`src/rtl/sram_like_arbiter.sv`:
```
// sram_like_arbiter: two sram-like masters (inst, data) sharing one sram-like
// slave port. Data has priority; a stalled request keeps the grant until the
// slave accepts it. Accepted request sources are queued in order so that each
// returning data_ok is routed back to the master that issued it.
`timescale 1ns/1ps
module sram_like_arbiter #(
  parameter int DEPTH = 4
) (
  input  logic        clk,
  input  logic        reset,
  // instruction master
  input  logic        inst_req,
  input  logic        inst_wr,
  input  logic [1:0]  inst_size,
  input  logic [31:0] inst_addr,
  input  logic [31:0] inst_wdata,
  output logic [31:0] inst_rdata,
  output logic        inst_addr_ok,
  output logic        inst_data_ok,
  // data master
  input  logic        data_req,
  input  logic        data_wr,
  input  logic [1:0]  data_size,
  input  logic [31:0] data_addr,
  input  logic [31:0] data_wdata,
  output logic [31:0] data_rdata,
  output logic        data_addr_ok,
  output logic        data_data_ok,
  // slave port
  output logic        mem_req,
  output logic        mem_wr,
  output logic [1:0]  mem_size,
  output logic [31:0] mem_addr,
  output logic [31:0] mem_wdata,
  input  logic [31:0] mem_rdata,
  input  logic        mem_addr_ok,
  input  logic        mem_data_ok
);

  localparam int AW = $clog2(DEPTH);
  localparam logic [AW:0]   FULL_CNT = (AW+1)'(DEPTH);
  localparam logic [AW:0]   CNT_ONE  = (AW+1)'(1);
  localparam logic [AW-1:0] PTR_ONE  = AW'(1);
  localparam logic SRC_INST = 1'b0;
  localparam logic SRC_DATA = 1'b1;

  logic [DEPTH-1:0] tag_q, tag_d;
  logic [AW-1:0]    wr_ptr_q, wr_ptr_d;
  logic [AW-1:0]    rd_ptr_q, rd_ptr_d;
  logic [AW:0]      count_q, count_d;
  logic             lock_vld_q, lock_vld_d;
  logic             lock_src_q, lock_src_d;

  logic grant;
  logic grant_req;
  logic full;
  logic empty;
  logic push;
  logic pop;
  logic head;

  assign full  = (count_q == FULL_CNT);
  assign empty = (count_q == '0);
  assign head  = tag_q[rd_ptr_q];

  // Grant selection: a stalled request owns the bus, otherwise data wins.
  always_comb begin
    grant = SRC_INST;
    if (lock_vld_q)    grant = lock_src_q;
    else if (data_req) grant = SRC_DATA;
    else if (inst_req) grant = SRC_INST;
    grant_req = (grant == SRC_DATA) ? data_req : inst_req;
  end

  // Request/response handshakes and slave-side mux; all held idle in reset.
  always_comb begin
    mem_req      = !reset && grant_req && !full;
    mem_wr       = (grant == SRC_DATA) ? data_wr    : inst_wr;
    mem_size     = (grant == SRC_DATA) ? data_size  : inst_size;
    mem_addr     = (grant == SRC_DATA) ? data_addr  : inst_addr;
    mem_wdata    = (grant == SRC_DATA) ? data_wdata : inst_wdata;
    push         = mem_req && mem_addr_ok;
    pop          = !reset && mem_data_ok && !empty;
    inst_addr_ok = push && (grant == SRC_INST);
    data_addr_ok = push && (grant == SRC_DATA);
    inst_data_ok = pop && (head == SRC_INST);
    data_data_ok = pop && (head == SRC_DATA);
    inst_rdata   = mem_rdata;
    data_rdata   = mem_rdata;
  end

  // Next-state for the tag FIFO and the grant lock.
  always_comb begin
    tag_d      = tag_q;
    wr_ptr_d   = wr_ptr_q;
    rd_ptr_d   = rd_ptr_q;
    count_d    = count_q;
    lock_vld_d = lock_vld_q;
    lock_src_d = lock_src_q;
    if (push) begin
      tag_d[wr_ptr_q] = grant;
      wr_ptr_d        = wr_ptr_q + PTR_ONE;
    end
    if (pop) rd_ptr_d = rd_ptr_q + PTR_ONE;
    case ({push, pop})
      2'b10:   count_d = count_q + CNT_ONE;
      2'b01:   count_d = count_q - CNT_ONE;
      default: count_d = count_q;
    endcase
    if (push) begin
      lock_vld_d = 1'b0;
    end else if (mem_req) begin
      lock_vld_d = 1'b1;
      lock_src_d = grant;
    end
  end

  // State registers; reset empties the FIFO and drops in-flight tags.
  always_ff @(posedge clk or posedge reset) begin
    if (reset) begin
      tag_q      <= '0;
      wr_ptr_q   <= '0;
      rd_ptr_q   <= '0;
      count_q    <= '0;
      lock_vld_q <= 1'b0;
      lock_src_q <= SRC_INST;
    end else begin
      tag_q      <= tag_d;
      wr_ptr_q   <= wr_ptr_d;
      rd_ptr_q   <= rd_ptr_d;
      count_q    <= count_d;
      lock_vld_q <= lock_vld_d;
      lock_src_q <= lock_src_d;
    end
  end

endmodule

```
`config.mk`:
```
export PLATFORM = sky130hd
export DESIGN_NAME = sram_like_arbiter
export DESIGN_NICKNAME = d
export VERILOG_FILES = /design/src/rtl/sram_like_arbiter.sv
export SDC_FILE = /design/constraint.sdc
export NUM_CORES = 1
export LEC_CHECK = 0
export CAP_MARGIN = 10
export CORE_AREA = 2 2 118 120
export CTS_CLUSTER_DIAMETER = 30
export DETAILED_ROUTE_END_ITERATION = 12
export DIE_AREA = 0 0 120 122
export GPL_ROUTABILITY_DRIVEN = 0
export PLACE_DENSITY_LB_ADDON = 0.2
export REMOVE_ABC_BUFFERS = 1
export SLEW_MARGIN = 25
export SYNTH_ARGS = -nofsm -noshare
export SYNTH_HDL_FRONTEND = slang
export SYNTH_SLANG_ARGS = --single-unit
```
`constraint.sdc`:
```
create_clock -name clk -period 4.8 [get_ports clk]
set_input_delay 0.48 -clock clk [delete_from_list [all_inputs] [get_ports clk]]
set_output_delay 0.48 -clock clk [all_outputs]
set_load 0.05 [all_outputs]
```
# After elaboration in Yosys (flattened, before gate mapping)
# Index checks and enable logic that the tools add are counted.
[word_totals]
ff_bits = 13
input_bits = 172
out_inout_bits = 136
[op_classes]
bitwise = 3
n_addsub = 4
n_mux = 15
reduce_logical = 17
n_lt_le_gt_ge = 3
eq_ne = 3
[ops]
columns = ["cell", "n"]
rows = [
  ["two-way mux 32 bit", 2],
  ["logical AND 1 bit", 10],
  ["two-way mux 1 bit", 8],
  ["less-than comparator 2 x 3 -> 1 bit (second input constant)", 2],
  ["one-hot mux 3 bit (2 select lines)", 1],
  ["adder 2 x 1 -> 2 bit (second input constant)", 2],
  ["bitwise mux 4 bit", 1],
  ["nonzero test 2 bit", 2],
  ["adder 3 x 1 -> 3 bit (second input constant)", 1],
  ["equality test 3 bit (second input constant)", 1],
  ["zero test 1 bit", 3],
  ["zero test 3 bit", 1],
  ["NOT 1 bit", 3],
  ["subtractor 3 x 1 -> 3 bit (second input constant)", 1],
  ["binary-select mux 1 bit (select 2 bit)", 1],
  ["demux 1 bit (select 2 bit)", 1],
  ["equality test 2 x 1 -> 1 bit (second input constant)", 1],
  ["equality test 2 bit (second input constant)", 1],
  [">= comparator 2 x 1 -> 1 bit (second input constant)", 1],
  ["two-way mux 2 bit", 1],
  ["AND reduction 2 bit", 1],
]

# Logic depth before layout (Yosys ltp)
# Gate-level depths: netlist of the first run.
[depth]
word_depth = 8
depth_mapped = 9
ltp_nobuf = 9

# Least setup slack after synthesis of the first run
# No wires, ideal clock.
[synth_timing]
kind = "in2out"
startpoint = "in reset"
endpoint = "out inst_data_ok"
path_slack_ns = 2.486
stages = 3
arrival_ns = 1.834
path_cell_list = "inv_1 -> o311a_1 -> nor2b_1"
[synth_via]
elab_chain_cells = 4
[synth_lines]
columns = ["element", "line", "text"]
rows = [
  ["from (decl)", "10", "input logic reset,"],
  ["zero test 1 bit (no line)", "n/a", ""],
  ["logical AND 1 bit (2 in a row)", "83", "pop = !reset && mem_data_ok && !empty;"],
  ["via pop", "59", "logic pop;"],
  ["logical AND 1 bit", "86", "inst_data_ok = pop && (head == SRC_INST);"],
  ["to (decl)", "19", "output logic inst_data_ok,"],
]
# The timed path passes the listed nets, and every way through them passes these cells.

# Final worst setup path of the first run
[layout_timing]
startpoint = "in data_req"
endpoint = "out inst_addr_ok"
[layout_via]
elab_chain_cells = 7
elab_cells_between_ends = 8
classes_between = "3 x mux; 1 x bitwise; 4 x reduce/logical"
[layout_lines]
columns = ["element", "line", "text"]
rows = [
  ["from (decl)", "21", "input logic data_req,"],
  ["two-way mux 1 bit", "70", "else if (data_req) grant = SRC_DATA;"],
  ["two-way mux 1 bit", "69", "if (lock_vld_q) grant = lock_src_q;"],
  ["two-way mux 1 bit", "72", "grant_req = (grant == SRC_DATA) ? data_req : inst_req;"],
  ["logical AND 1 bit (2 in a row)", "77", "mem_req = !reset && grant_req && !full;"],
  ["logical AND 1 bit", "82", "push = mem_req && mem_addr_ok;"],
  ["logical AND 1 bit (*)", "84", "inst_addr_ok = push && (grant == SRC_INST);"],
  ["to (decl)", "18", "output logic inst_addr_ok,"],
]
# Mark *: on every way between the ends. The rest lies on a longest branch, timed or not.

==> reports/qor.yml, run 1 <==
synthesis:
  avgSynthCellArea_um2: 5.95
  synth.distinct_cells: 27
  seq_area_frac_synth: 0.160
  synth_area_leader_cell: "nand2_1"
  synth_area_mm2: 0.00204
  yosysWarnings: 0
  synth_top_area_frac: 0.372
  synth_cells: 343
  synth_area_leaders: "nand2_1 37%, buf_4 24%, dfrtp_1 16%"
  synth-seq-cells: 13
clock_network:
  cts_setup_buffers: 0
  clock_sink_count: 13
  cts_buffers: 3
  clkTransAtPathRegs_ns: 0.04
  cts-hold-fix-buffers: 0
  cts_resized: 0
  cts_root_buf: "clkbuf_16"
  h-tree-depth: 1
  cts_buffer_depth: 2
  cts_tree: "built"
  clk_latency_ns: 0.24
timing:
  hold_viol_final: 0
  finalSetupTns_ns: 0
  rsz0062_at_grt: "false"
  finalCriticalPeriod_ns: 3.60
  min_period_over_period: 0.751
  fmax_ghz: 0.277
  clock_skew_ns: 0.00112
  drv_slew: 0
  tightest_slew_ns: 0.763
  slew_headroom: 0.491
  setup_viol: 0
setup_path:
  critPathKind: "in2out"
  crit_arrival_ns: 3.12
  r2r_end: "count_q[2]$_DFFE_PP0P_"
  cp-startpoint: "data_req"
  worstPathMaxFanout: 11
  worst-r2r-setup-slack_ns: 2.23
  worst_r2r_path_depth: 9
  crit_path_start_kind: "input pin"
  required_ns: 4.32
  critical_path.endpoint: "inst_addr_ok"
  endpoint_kind: "output pin"
  reg2reg_from: "lock_src_q$_DFFE_PP0P_"
floorplan:
  die_h_um: 122
  rows: 43
  coreArea_mm2: 0.0135
  start_util: 0.151
  die_area_mm2: 0.0146
  die_w_um: 120
  num_io_pins: 308
placed_design:
  io_buffers: 211
  dp_hpwl_um: 8550
  dpl_cell_area_mm2: 0.00385
finish:
  final_util: 0.291
  fillers: 1469
  multi_input_area_mm2: 0.00115
  num_antenna_cells: 0
  postLayoutCellArea_mm2: 0.00393
  area_delta_synth_final_pct: 92.8
  layout-drive-gt1-share: 0.0230
  regArea_um2: 325
  final_nets: 658
pwr:
  p_leak_uw: 0.00179
  vdd_drop_max_uv: 270
  p_total_uw: 2750
  powerDensity_mw_per_mm2: 698
routing:
  drt_iter0_drc: 138
  drc: 0
  viasPerCell: 3.92
  vias: 2585
  wl_per_cell_um: 16.1
  drtAntennaViolNets: 0
  dr.pass1.iters: 4
  wl_um: 10600
global_routing:
  grt_pass1_wl_um: 14700
  grtUsageTotal: 0.133
  grt_max_degree: 73
  grt_pass1_vias: 2442
  antenna_found_initial: 0
  grt-ovfl-total: 0
job:
  drv_cap: 0
min_path:
  min_path_type: "reg2reg"
status:
  outcome: "completed"
[cells by family after synthesis]
kind of cell | after synthesis | share of synthesized area
AND/OR/NAND/NOR | 212 | 0.398
buffers and inverters | 88 | 0.283
AO/OA/AOI/OAI | 11 | 0.0515
XOR/XNOR | 6 | 0.0258
adder cells (fa/ha/maj) | 6 | 0.0405
multiplexers | 7 | 0.0423
flip-flops | 13 | 0.160
[power by group]
| part | switching, uW | total (uW) | internal [uW] | leakage [uW] |
|---|---|---|---|---|
| clock network | 47.4 | 160 | 112 | 0.0000382 |
| logic | 1580 | 2360 | 784 | 0.00160 |
| registers | 55.8 | 222 | 167 | 0.000151 |
| total | 1680 | 2750 | 1060 | 0.00179 |
[flip-flops by register name, indices dropped and copies added, names as in the netlist]
signal,count
lock_vld_q,1
wr_ptr_q,2
count_q,3
rd_ptr_q,2
tag_q,4
lock_src_q,1
[synthesized netlist by cell type]
master / n
or3_1: 1
buf_4: 65
a22oi_1: 1
inv_1: 7
buf_2: 2
mux2_1: 1
nor3_1: 1
xor2_1: 3
mux4_2: 1
buf_1: 2
nor2_1: 4
fa_1: 1
nor2b_1: 1
mux2_2: 2
a2111oi_4: 1
clkbuf_1: 12
a31oi_1: 4
o311a_1: 1
mux2i_1: 3
nand2_1: 202
and2_1: 1
ha_1: 5
a41oi_1: 4
dfrtp_1: 13
xnor2_1: 3
nand2_2: 1
nor3b_1: 1
[metal layers]
metal | share of wire | global-route usage | vias up
met3 | 0.16 | 0.107 | 17
met4 | 0.0087 | 0.0199 | 6
met5 | 0.013 | 0.0799 | -
met2 | 0.43 | 0.185 | 194
li1 | - | - | 1259
met1 | 0.39 | 0.156 | 1109
[cells in the final DEF, fill, tap and decap left out, types with 2 or more instances in the layout]
cell type | Yosys | layout
mux2_2 | 2 | 2
mux2i_1 | 3 | 2
xnor2_1 | 3 | 3
dfrtp_1 | 13 | 13
a31oi_1 | 4 | 4
ha_1 | 5 | 5
xor2_1 | 3 | 3
a41oi_1 | 4 | 4
inv_1 | 7 | 7
buf_4 | 65 | 2
nand2_1 | 202 | 202
nor2_1 | 4 | 4
clkbuf_16 | 0 | 3
clkdlybuf4s50_1 | 0 | 211
[layout make-up]
type,count,area share
Timing Repair Buffer,213,0.541
Multi-Input combinational cell,242,0.292
Sequential cell,13,0.0827
Tap cell,180,0.0573
Clock buffer,4,0.0200
Inverter,7,0.00668
[critical path, cell delays in order]
cell and delay [ns]:
clkdlybuf4s50_1 0.58, mux2i_1 0.16, a2111oi_4 0.71, nand2_2 0.22
nor2_1 0.15, clkdlybuf4s50_1 0.82
[how the worst min path moves through the flow]
stage | to | cells past startpoint | startpoint | slack [ns]
6_report | count_q[2]$_DFFE_PP0P_ | 1 | count_q[2]$_DFFE_PP0P_ | 0.49
3_5_place_dp | rd_ptr_q[1]$_DFFE_PP0P_ | 1 | rd_ptr_q[1]$_DFFE_PP0P_ | 0.48
3_3_place_gp | count_q[2]$_DFFE_PP0P_ | 1 | count_q[2]$_DFFE_PP0P_ | 0.47
4_1_cts | rd_ptr_q[1]$_DFFE_PP0P_ | 1 | rd_ptr_q[1]$_DFFE_PP0P_ | 0.49
2_1_floorplan | count_q[0]$_DFFE_PP0P_ | 1 | reset | 0.37
5_1_grt | count_q[2]$_DFFE_PP0P_ | 1 | count_q[2]$_DFFE_PP0P_ | 0.52
[per-stage QoR]
| step | worst slack (ns) | instances | hold WS (ns) |
|---|---|---|---|
| 2_1_floorplan | 0.185 | 262 | 0.365 |
| 3_3_place_gp | 1.21 | 655 | 0.474 |
| 3_5_place_dp | 1.18 | 655 | 0.479 |
| 4_1_cts | 1.17 | 659 | 0.488 |
| 5_1_grt | 0.990 | 659 | 0.516 |
| 6_report | 1.20 | 659 | 0.486 |
Note: power is estimated with default switching activity, not from simulation.
==> inputs of run 2 (changes only) <==
--- a/config.mk
+++ b/config.mk
@@ -6,10 +6,10 @@
 export NUM_CORES = 1
 export LEC_CHECK = 0
 export CAP_MARGIN = 10
-export CORE_AREA = 2 2 118 120
+export CORE_AREA = 2 2 121 123
 export CTS_CLUSTER_DIAMETER = 30
 export DETAILED_ROUTE_END_ITERATION = 12
-export DIE_AREA = 0 0 120 122
+export DIE_AREA = 0 0 123 125
 export GPL_ROUTABILITY_DRIVEN = 0
 export PLACE_DENSITY_LB_ADDON = 0.2
 export REMOVE_ABC_BUFFERS = 1
==> constraint.sdc (replaced) <==
create_clock -name clk -period 3.11 [get_ports clk]
set_input_delay 0.311 -clock clk [delete_from_list [all_inputs] [get_ports clk]]
set_output_delay 0.311 -clock clk [all_outputs]
set_load 0.05 [all_outputs]
==> reports/qor.yml, run 2 (synthesis gave the netlist of run 1 again) <==
timing:
  clock_skew_ns: 0.000425
  fmax_ghz: 0.412
  slew_headroom: 0.672
  tightest_slew_ns: 0.491
  finalCriticalPeriod_ns: 2.43
  setup_viol: 0
  drv_slew: 0
  rsz0062_at_grt: "false"
  hold_viol_final: 0
  min_period_over_period: 0.781
clock_network:
  cts_buffer_depth: 2
  clk_latency_ns: 0.24
  cts_resized: 0
  cts_setup_buffers: 0
  clock_sink_count: 13
  h-tree-depth: 1
  cts_buffers: 3
  cts_root_buf: "clkbuf_16"
  cts_tree: "built"
  cts-hold-fix-buffers: 0
  clkTransAtPathRegs_ns: 0.05
floorplan:
  rows: 44
  num_io_pins: 308
  coreArea_mm2: 0.0142
  die_h_um: 125
  die_area_mm2: 0.0154
  start_util: 0.144
  die_w_um: 123
finish:
  largest_register_ffs: 4
  final_util: 0.329
  multi_input_area_mm2: 0.00115
  area_delta_synth_final_pct: 129
  top_regs: "tag_q x4, count_q x3"
  fillers: 1524
  final_nets: 660
  final_common_cell: "nand2_1"
  num_antenna_cells: 0
  most-common-layout-cells: "202 x nand2_1, 141 x clkdlybuf4s50_1, 71 x buf_12, 13 x dfrtp_1, 7 x inv_1"
  regArea_um2: 325
  layout-drive-gt1-share: 0.175
  regMostFlops: "tag_q"
global_routing:
  antenna_found_initial: 0
  grt-ovfl-total: 0
  grt_max_degree: 73
  grt_pass1_wl_um: 16200
  grtUsageTotal: 0.140
  grt_pass1_vias: 2671
setup_path:
  path_buf_inv: 3
  worst_r2r_path_depth: 9
  path_cells: "clkdlybuf4s50_1 -> inv_1 -> o311a_1 -> nor2b_1 -> clkdlybuf4s50_1"
  reg2reg_from: "count_q[0]$_DFFE_PP0P_"
  critPathTopFamily: "buffers and inverters"
  worst-r2r-setup-slack_ns: 0.85
  cp_num_cells: 5
  crit_top_cell: "clkdlybuf4s50_1"
  worstPathMaxFanout: 5
  r2r_end: "count_q[2]$_DFFE_PP0P_"
  cp_slowest_cell: "clkdlybuf4s50_1"
  critical_path.endpoint: "inst_data_ok"
  crit_arrival_ns: 2.12
  crit_path_start_kind: "input pin"
  required_ns: 2.80
  cp-startpoint: "reset"
  endpoint_kind: "output pin"
  slowest_delay_ns: 0.80
  critPathKind: "in2out"
routing:
  top_layer: "met5"
  wl_met2_um: 4960
  wl_met1_um: 4280
  viasPerCell: 3.98
  wl_per_cell_um: 16.6
  dr.pass1.iters: 4
  drc: 0
  wl_met3_um: 1680
  vias: 2650
  drtAntennaViolNets: 0
  drt_iter0_drc: 81
  wl_um: 11100
placed_design:
  io_buffers: 211
  dp_hpwl_um: 9280
job:
  drv_cap: 0
pwr:
  vdd_drop_max_uv: 484
  p_total_uw: 5420
  p_leak_uw: 0.00218
  powerDensity_mw_per_mm2: 1160
min_path:
  min_path_type: "reg2reg"
status:
  outcome: "completed"
-- run 2: area by class of cell --
class | count | share of cell area
Timing Repair Buffer | 215 | 0.612
Sequential cell | 13 | 0.0697
Tap cell | 184 | 0.0493
Clock inverter | 1 | 0.00107
Multi-Input combinational cell | 242 | 0.246
Inverter | 7 | 0.00563
Clock buffer | 3 | 0.0161
-- run 2: how the worst min path moves through the flow --
stage,depth (start not counted),from,slack [ns],to
floorplan,1,reset,0.20,count_q[0]$_DFFE_PP0P_
global placement,1,count_q[2]$_DFFE_PP0P_,0.48,count_q[2]$_DFFE_PP0P_
detailed placement,1,count_q[2]$_DFFE_PP0P_,0.48,count_q[2]$_DFFE_PP0P_
CTS,1,count_q[2]$_DFFE_PP0P_,0.50,count_q[2]$_DFFE_PP0P_
global route,1,rd_ptr_q[1]$_DFFE_PP0P_,0.51,rd_ptr_q[1]$_DFFE_PP0P_
finish,1,rd_ptr_q[1]$_DFFE_PP0P_,0.49,rd_ptr_q[1]$_DFFE_PP0P_
-- run 2: per-stage QoR --
stage / setup slack [ns] / TNS [ns] / cells / hold slack, ns / instance area, um2
after global routing: 0.559 / 0 / 665 / 0.509 / 4670
after floorplan: -1.34 / -67.33 / 262 / 0.196 / 1490
after CTS: 0.672 / 0 / 665 / 0.495 / 4670
final: 0.681 / 0 / 665 / 0.490 / 4670
after detailed placement: 0.451 / 0 / 661 / 0.483 / 4590
after global placement: 0.495 / 0 / 661 / 0.476 / 4590
-- run 2: where the power goes --
group	internal (uW)	switching [uW]
Sequential	257	87.2
Clock	171	73.8
Combinational	2130	2700
Total	2560	2860
-- run 2: metal layers --
layer	track usage	vias to the layer above
li1	-	1261
met1	0.164	1184
met2	0.210	195
met3	0.101	8
met4	0.0140	2
met5	0.0526	-
